[src/rtl/ahbl_mem_copier_pkg.sv]
// rtl/ahbl_mem_copier_pkg.sv - AHB-Lite encodings and copier FSM state type
package ahbl_mem_copier_pkg;

    localparam logic [1:0] HTRANS_IDLE   = 2'b00;
    localparam logic [1:0] HTRANS_NONSEQ = 2'b10;
    localparam logic [2:0] HSIZE_WORD    = 3'b010;
    localparam logic [2:0] HBURST_SINGLE = 3'b000;
    localparam logic [3:0] HPROT_DATA    = 4'b0011;

    // RD_A : read address phase on the bus
    // WR_A : read data phase + write address phase (fill: write address phase only)
    // WR_D : write data phase + next read address phase (or IDLE on the last word)
    // ERR  : waiting out the second cycle of an ERROR response
    typedef enum logic [2:0] {
        ST_IDLE,
        ST_RD_A,
        ST_WR_A,
        ST_WR_D,
        ST_ERR
    } copier_state_e;

    // HSIZE encoding for a full-width transfer of the given data bus width
    function automatic logic [2:0] hsize_of(input int w_data);
        return 3'($clog2(w_data / 8));
    endfunction

endpackage

[src/rtl/ahbl_mem_copier_if.sv]
// rtl/ahbl_mem_copier_if.sv - AHB-Lite master/slave signal bundle for the memory copier
interface ahbl_mem_copier_if #(
    parameter int W_ADDR = 32,
    parameter int W_DATA = 32
) ();

    logic [W_ADDR-1:0] haddr;
    logic              hwrite;
    logic [1:0]        htrans;
    logic [2:0]        hsize;
    logic [2:0]        hburst;
    logic [3:0]        hprot;
    logic              hmastlock;
    logic [W_DATA-1:0] hwdata;
    logic              hready;
    logic              hresp;
    logic [W_DATA-1:0] hrdata;

    modport master (
        output haddr, hwrite, htrans, hsize, hburst, hprot, hmastlock, hwdata,
        input  hready, hresp, hrdata
    );

    modport slave (
        input  haddr, hwrite, htrans, hsize, hburst, hprot, hmastlock, hwdata,
        output hready, hresp, hrdata
    );

endinterface

[src/rtl/ahbl_mem_copier.sv]
// rtl/ahbl_mem_copier.sv - AHB-Lite block copier (optional fill mode under COPIER_FILL_EN)
module ahbl_mem_copier
    import ahbl_mem_copier_pkg::*;
#(
    parameter int W_ADDR  = 32,
    parameter int W_DATA  = 32,
    parameter int W_COUNT = 16
) (
    input  logic               clk,
    input  logic               rst,
    input  logic [W_ADDR-1:0]  cfg_src,
    input  logic [W_ADDR-1:0]  cfg_dst,
    input  logic [W_COUNT-1:0] cfg_count,
    input  logic               cfg_start,
`ifdef COPIER_FILL_EN
    input  logic               cfg_fill,
    input  logic [W_DATA-1:0]  cfg_fill_data,
`endif
    output logic               busy,
    output logic               done,
    output logic               err,
    ahbl_mem_copier_if.master  ahblm
);

    localparam logic [W_ADDR-1:0] WORD_BYTES = W_ADDR'(W_DATA / 8);
    localparam logic [W_ADDR-1:0] ALIGN_MASK = ~W_ADDR'((W_DATA / 8) - 1);

    copier_state_e      state_q, state_d;
    logic [W_ADDR-1:0]  src_q, src_d;
    logic [W_ADDR-1:0]  dst_q, dst_d;
    logic [W_COUNT-1:0] cnt_q, cnt_d;
    logic [W_ADDR-1:0]  haddr_q, haddr_d;
    logic [1:0]         htrans_q, htrans_d;
    logic               hwrite_q, hwrite_d;
    logic [W_DATA-1:0]  hwdata_q, hwdata_d;
    logic               done_q, done_d;
    logic               err_q, err_d;
    logic               fill_q, fill_d;

    logic               start_fill;
    logic [W_DATA-1:0]  start_fill_data;
    logic [W_ADDR-1:0]  src_al;
    logic [W_ADDR-1:0]  dst_al;
    logic [W_COUNT-1:0] cnt_dec;

`ifdef COPIER_FILL_EN
    assign start_fill      = cfg_fill;
    assign start_fill_data = cfg_fill_data;
`else
    assign start_fill      = 1'b0;
    assign start_fill_data = '0;
`endif

    assign src_al  = cfg_src & ALIGN_MASK;
    assign dst_al  = cfg_dst & ALIGN_MASK;
    assign cnt_dec = cnt_q - W_COUNT'(1);

    // Register every piece of state; bus outputs come straight from flops
    always_ff @(posedge clk) begin
        if (rst) begin
            state_q  <= ST_IDLE;
            src_q    <= '0;
            dst_q    <= '0;
            cnt_q    <= '0;
            haddr_q  <= '0;
            htrans_q <= HTRANS_IDLE;
            hwrite_q <= 1'b0;
            hwdata_q <= '0;
            done_q   <= 1'b0;
            err_q    <= 1'b0;
            fill_q   <= 1'b0;
        end else begin
            state_q  <= state_d;
            src_q    <= src_d;
            dst_q    <= dst_d;
            cnt_q    <= cnt_d;
            haddr_q  <= haddr_d;
            htrans_q <= htrans_d;
            hwrite_q <= hwrite_d;
            hwdata_q <= hwdata_d;
            done_q   <= done_d;
            err_q    <= err_d;
            fill_q   <= fill_d;
        end
    end

    // Next-state and next bus-phase values; nothing moves while HREADY is low,
    // except that an ERROR response drops the pending transfer immediately
    always_comb begin
        state_d  = state_q;
        src_d    = src_q;
        dst_d    = dst_q;
        cnt_d    = cnt_q;
        haddr_d  = haddr_q;
        htrans_d = htrans_q;
        hwrite_d = hwrite_q;
        hwdata_d = hwdata_q;
        done_d   = 1'b0;
        err_d    = err_q;
        fill_d   = fill_q;

        if ((state_q != ST_IDLE) && (state_q != ST_ERR) && ahblm.hresp) begin
            state_d  = ST_ERR;
            htrans_d = HTRANS_IDLE;
            hwrite_d = 1'b0;
        end else if (ahblm.hready) begin
            case (state_q)
                ST_IDLE: begin
                    if (cfg_start) begin
                        err_d = 1'b0;
                        if (cfg_count == '0) begin
                            done_d = 1'b1;
                        end else begin
                            src_d    = src_al;
                            dst_d    = dst_al;
                            cnt_d    = cfg_count;
                            fill_d   = start_fill;
                            htrans_d = HTRANS_NONSEQ;
                            if (start_fill) begin
                                state_d  = ST_WR_A;
                                haddr_d  = dst_al;
                                hwrite_d = 1'b1;
                                hwdata_d = start_fill_data;
                            end else begin
                                state_d  = ST_RD_A;
                                haddr_d  = src_al;
                                hwrite_d = 1'b0;
                            end
                        end
                    end
                end
                ST_RD_A: begin
                    state_d  = ST_WR_A;
                    haddr_d  = dst_q;
                    hwrite_d = 1'b1;
                    htrans_d = HTRANS_NONSEQ;
                end
                ST_WR_A: begin
                    dst_d = dst_q + WORD_BYTES;
                    cnt_d = cnt_dec;
                    if (fill_q) begin
                        // Fill streams writes back to back until the last one
                        if (cnt_dec != '0) begin
                            haddr_d  = dst_q + WORD_BYTES;
                            hwrite_d = 1'b1;
                            htrans_d = HTRANS_NONSEQ;
                        end else begin
                            state_d  = ST_WR_D;
                            hwrite_d = 1'b0;
                            htrans_d = HTRANS_IDLE;
                        end
                    end else begin
                        hwdata_d = ahblm.hrdata;
                        src_d    = src_q + WORD_BYTES;
                        state_d  = ST_WR_D;
                        hwrite_d = 1'b0;
                        if (cnt_dec != '0) begin
                            haddr_d  = src_q + WORD_BYTES;
                            htrans_d = HTRANS_NONSEQ;
                        end else begin
                            htrans_d = HTRANS_IDLE;
                        end
                    end
                end
                ST_WR_D: begin
                    if (cnt_q != '0) begin
                        state_d  = ST_WR_A;
                        haddr_d  = dst_q;
                        hwrite_d = 1'b1;
                        htrans_d = HTRANS_NONSEQ;
                    end else begin
                        state_d  = ST_IDLE;
                        hwrite_d = 1'b0;
                        htrans_d = HTRANS_IDLE;
                        done_d   = 1'b1;
                    end
                end
                ST_ERR: begin
                    state_d  = ST_IDLE;
                    htrans_d = HTRANS_IDLE;
                    done_d   = 1'b1;
                    err_d    = 1'b1;
                end
                default: begin
                    state_d  = ST_IDLE;
                    htrans_d = HTRANS_IDLE;
                end
            endcase
        end
    end

    assign busy = (state_q != ST_IDLE);
    assign done = done_q;
    assign err  = err_q;

    assign ahblm.haddr     = haddr_q;
    assign ahblm.hwrite    = hwrite_q;
    assign ahblm.htrans    = htrans_q;
    assign ahblm.hwdata    = hwdata_q;
    assign ahblm.hsize     = hsize_of(W_DATA);
    assign ahblm.hburst    = HBURST_SINGLE;
    assign ahblm.hprot     = HPROT_DATA;
    assign ahblm.hmastlock = 1'b0;

endmodule

[src/flat_wrapper.sv]
// flat-port wrapper written by rule: the top's interface ports become plain ports
module ahbl_mem_copier_flat import ahbl_mem_copier_pkg::*;
#(
    parameter int W_ADDR  = 32,
    parameter int W_DATA  = 32,
    parameter int W_COUNT = 16
)
  (clk, rst, cfg_src, cfg_dst, cfg_count, cfg_start, busy, done, err, ahblm_haddr, ahblm_hwrite, ahblm_htrans, ahblm_hsize, ahblm_hburst, ahblm_hprot, ahblm_hmastlock, ahblm_hwdata, ahblm_hready, ahblm_hresp, ahblm_hrdata);
  ahbl_mem_copier_if #(.W_ADDR(W_ADDR), .W_DATA(W_DATA)) ahblm_i ();
  input  logic clk;
  input  logic rst;
  input  logic [W_ADDR-1:0] cfg_src;
  input  logic [W_ADDR-1:0] cfg_dst;
  input  logic [W_COUNT-1:0] cfg_count;
  input  logic cfg_start;
  output logic busy;
  output logic done;
  output logic err;
  output wire logic [$bits(ahblm_i.haddr)-1:0] ahblm_haddr;
  output wire logic [$bits(ahblm_i.hwrite)-1:0] ahblm_hwrite;
  output wire logic [$bits(ahblm_i.htrans)-1:0] ahblm_htrans;
  output wire logic [$bits(ahblm_i.hsize)-1:0] ahblm_hsize;
  output wire logic [$bits(ahblm_i.hburst)-1:0] ahblm_hburst;
  output wire logic [$bits(ahblm_i.hprot)-1:0] ahblm_hprot;
  output wire logic [$bits(ahblm_i.hmastlock)-1:0] ahblm_hmastlock;
  output wire logic [$bits(ahblm_i.hwdata)-1:0] ahblm_hwdata;
  input wire logic [$bits(ahblm_i.hready)-1:0] ahblm_hready;
  input wire logic [$bits(ahblm_i.hresp)-1:0] ahblm_hresp;
  input wire logic [$bits(ahblm_i.hrdata)-1:0] ahblm_hrdata;
  assign ahblm_haddr = ahblm_i.haddr;
  assign ahblm_hwrite = ahblm_i.hwrite;
  assign ahblm_htrans = ahblm_i.htrans;
  assign ahblm_hsize = ahblm_i.hsize;
  assign ahblm_hburst = ahblm_i.hburst;
  assign ahblm_hprot = ahblm_i.hprot;
  assign ahblm_hmastlock = ahblm_i.hmastlock;
  assign ahblm_hwdata = ahblm_i.hwdata;
  assign ahblm_i.hready = ahblm_hready;
  assign ahblm_i.hresp = ahblm_hresp;
  assign ahblm_i.hrdata = ahblm_hrdata;
  ahbl_mem_copier #(.W_ADDR(W_ADDR), .W_DATA(W_DATA), .W_COUNT(W_COUNT)) u_core (.clk(clk), .rst(rst), .cfg_src(cfg_src), .cfg_dst(cfg_dst), .cfg_count(cfg_count), .cfg_start(cfg_start), .busy(busy), .done(done), .err(err), .ahblm(ahblm_i));
endmodule
[config.mk]
export PLATFORM = sky130hd
export DESIGN_NAME = ahbl_mem_copier_flat
export DESIGN_NICKNAME = d
export VERILOG_FILES = /design/src/rtl/ahbl_mem_copier_pkg.sv /design/src/rtl/ahbl_mem_copier_if.sv /design/src/rtl/ahbl_mem_copier.sv /design/src/flat_wrapper.sv
export SDC_FILE = /design/constraint.sdc
export NUM_CORES = 1
export LEC_CHECK = 0
export ABC_CLOCK_PERIOD_IN_PS = 5600
export BUFFER_PORTS_ARGS = -buffer_cell sky130_fd_sc_hd__buf_4
export CAP_MARGIN = 20
export CORE_ASPECT_RATIO = 1.4
export CORE_UTILIZATION = 54
export DETAILED_ROUTE_END_ITERATION = 8
export GPL_ROUTABILITY_DRIVEN = 0
export HOLD_SLACK_MARGIN = 0.05
export PLACE_DENSITY = 0.86
export SLEW_MARGIN = 20
export SYNTH_ARGS = -nofsm -noshare
export SYNTH_HDL_FRONTEND = slang
export SYNTH_SLANG_ARGS = --single-unit
[constraint.sdc]
create_clock -name clk -period 5.6 [get_ports clk]
set_clock_uncertainty 0.05 [all_clocks]
set_input_delay 0.56 -clock clk [delete_from_list [all_inputs] [get_ports clk]]
set_output_delay 0.56 -clock clk [all_outputs]
set_load 0.005 [all_outputs]
==> results.cfg <==
[timing]
timing.final.crit_share = 0.583
fmax_mhz = 306
fin_crit_ps = 3270
slew-limit-headroom = 0.421
hold_ws_ps = 321
setup_viol = 0
rsz0062_at_grt = no
tns_ps = 0
hold_viol = 0
tightest_slew_ps = 869
drv_slew = 0

[cells_and_area]
regArea_um2 = 2920
area_delta_synth_final_pct = 23.5
drive_gt1_frac = 0.209
n_antenna_cell = 0
nNetsFinal = 1294
multi_input_area_um2 = 4610
nFillCells = 1190
stdcell_count = 1375
fin_util = 0.686

[pwr]
p_leak_uw = 0.00387
vdd_drop_max_mv = 0.179
power_density_nw_per_um2 = 305
seq_power_share = 0.400
switching_share = 0.286
combPwrFrac = 0.182
finalPower_uw = 3040
p_int_uw = 2170
p_sw_uw = 868
pwr-share-clk = 0.418

[cts]
clkLatencyLatePin_ps = 430
cts_root_buf = clkbuf_16
cts_htree_levels = 4
post-cts-setup-buffers = 0
clock-sinks = 146
path_clk_slew_ps = 60
cts_made_buffers = 17
post_cts_resized = 0
postCtsHoldBufs = 0
cts_max_path_buffers = 2
cts_tree = done

[routing]
wl_met3_um = 2080
dr.max_layer_used = met4
vias_per_cell = 6.35
wl_met1_um = 9310
first_pass_iters = 6
vias = 8730
wl_met2_um = 12400
routed_wl_um = 24900
drc = 0
ant_nets = 0
drt_iter0_drc = 683
drt-wirelength-per-cell_um = 18.1

[worst_setup_path]
crit_path_cell_trace = inv_1, nand2_4, buf_4, o21ai_0, nor3_1, nor3_1
r2r-end = u_core.ahblm.haddr[10]
cp.buffers_inverters = 2
cp_max_fo = 93
required_ps = 5840
critPathKind = reg -> reg
r2r_setup_slack_ps = 2330
cp-end-kind = flop
arrival_ps = 3500
slowest_delay_ps = 860
r2r_start = u_core.state_q[0]
cpMostUsedCell = nor3_1
worst-r2r-cell-count = 6
critPathTopFamily = buffers and inverters
start_kind = flop
critPathSlowestCell = dfxtp_1

[logic_synthesis]
netlist_area_um2 = 8070
yosys.area.top_type = dfxtp_1
synthXorXnorAreaFrac = 0.0293
synth-edff-count = 0
synthMuxAreaShare = 0.00372
synthAdderAreaFrac = 0.00621
ys_ff_latch = 146
yosys.area_share.simple = 0.243
synthDominantCellAreaShare = 0.362
synth_top_family_by_area = compound AO/OA/AOI/OAI gates
synth_compound_area_frac = 0.280
synth_seq_area_share = 0.362
ys_warn_count = 0
synth-main-ff-cell = dfxtp_1
ys_async_sr_fraction = 0
netlist_instances = 1052
syn_area_per_cell_um2 = 7.67
ys_top_cells_by_area = dfxtp_1, nand2_1, a21oi_1
ys_types = 70

[grt]
track_usage = 0.315
antenna_found_initial = 0
grt_pass1_wl_um = 38900
grt_pass1_vias = 7990
grt_max_degree = 103
grt-ovfl-total = 0

[worst_hold_path]
hold_start = ahblm_hrdata[7]
holdPathEnd = u_core.ahblm.hwdata[7]
whs_path_depth = 3
hold_path.class = in -> reg

[floorplanning]
die_w_um = 105
io_pins = 198
num_rows = 52
die_y_um = 147
initial_core_util = 0.556
dieArea_um2 = 15400
coreArea_um2 = 14500

[placed_design]
dpl.hpwl_um = 16400
portBuffers = 181
place_inst = 1342

[job]
max-cap-violations = 0

[run_status]
outcome = completed
[synthesized netlist by cell type, types with 18 or more instances]
master / count
a211oi_1: 44
a21oi_1: 116
a22oi_1: 20
buf_2: 18
clkbuf_1: 60
dfxtp_1: 146
nand2_1: 161
nand3_1: 29
nor2_1: 85
nor3_1: 33
nor4_1: 22
o21ai_0: 59
[through the flow]
step | area [µm²] | setup slack (ps)
2_1_floorplan | 8100 | 3110
3_3_place_gp | 9290 | 2450
3_5_place_dp | 9290 | 2420
4_1_cts | 9940 | 2400
5_1_grt | 9960 | 2230
6_report | 9960 | 2330
[power groups by stage]
stage	Clock [µW]	Sequential [µW]	Combinational, µW
6_report	1270	1220	553
5_1_grt	1310	1230	601
4_1_cts	1270	1210	543
3_5_place_dp	0	1230	537
3_3_place_gp	0	1230	521
2_1_floorplan	0	1200	360
[worst min-delay path, delay by kind of cell]
kind / cells / cell delay, ps
simple gates: 1 / 40
compound gates: 1 / 50
buf+inv: 1 / 110
[how the worst max path moves through the flow]
stage	start	to	cells past startpoint
2_1_floorplan	u_core.src_q[2]	u_core.ahblm.haddr[28]	8
3_3_place_gp	u_core.state_q[0]	u_core.ahblm.haddr[10]	6
3_5_place_dp	u_core.cnt_q[0]	u_core.ahblm.haddr[22]	8
4_1_cts	u_core.cnt_q[0]	u_core.ahblm.haddr[22]	8
5_1_grt	u_core.state_q[0]	u_core.ahblm.haddr[22]	7
6_report	u_core.state_q[0]	u_core.ahblm.haddr[10]	6
[flip-flops by register name, indices dropped and copies added (netlist names)]
register,cells
u_core.ahblm.hwrite,1
u_core.ahblm.haddr,31
u_core.src_q,30
u_core.done,1
u_core.ahblm.hwdata,32
u_core.cnt_q,16
u_core.state_q,3
u_core.err,1
u_core.ahblm.htrans,1
u_core.dst_q,30
[cells in the final DEF (no fill, tap or decap), drive strengths merged, types with 5 or more instances in the layout]
cell / instances
o21ai: 60
a221oi: 14
o31ai: 6
xor2: 12
and3: 11
xnor2: 15
a311oi: 16
a21oi: 116
nand3: 30
a22o: 6
buf: 195
nand4: 9
a22oi: 20
a31oi: 6
dfxtp: 146
nand2: 161
a211oi: 45
a222oi: 11
a2bb2oi: 11
nor3: 35
and4: 6
clkbuf: 20
inv: 19
nor4: 24
o22ai: 11
conb: 12
bufinv: 5
or3: 10
nor2: 87
or4: 7
[layout make-up]
type / instances / area share
Timing Repair Buffer: 195 / 0.148
Inverter: 17 / 0.00641
Multi-Input combinational cell: 796 / 0.463
Clock inverter: 12 / 0.0205
Tap cell: 189 / 0.0237
Sequential cell: 146 / 0.294
Clock buffer: 20 / 0.0449
[cell families after synthesis]
group                      count (synthesis)
buffers and inverters                    120
and+or+nand+nor                          404
muxes                                      3
xor gates and xnor gates                  27
other                                      2
DFF                                      146
AOI/OAI and AO/OA                        346
adders and majority gates                  4
[routing by layer]
layer	track usage	vias to the layer above
li1	-	4094
met1	0.370	4030
met2	0.532	511
met4	0.190	0
met3	0.0558	95
met5	0	-
(Power assumes the default switching activity.)
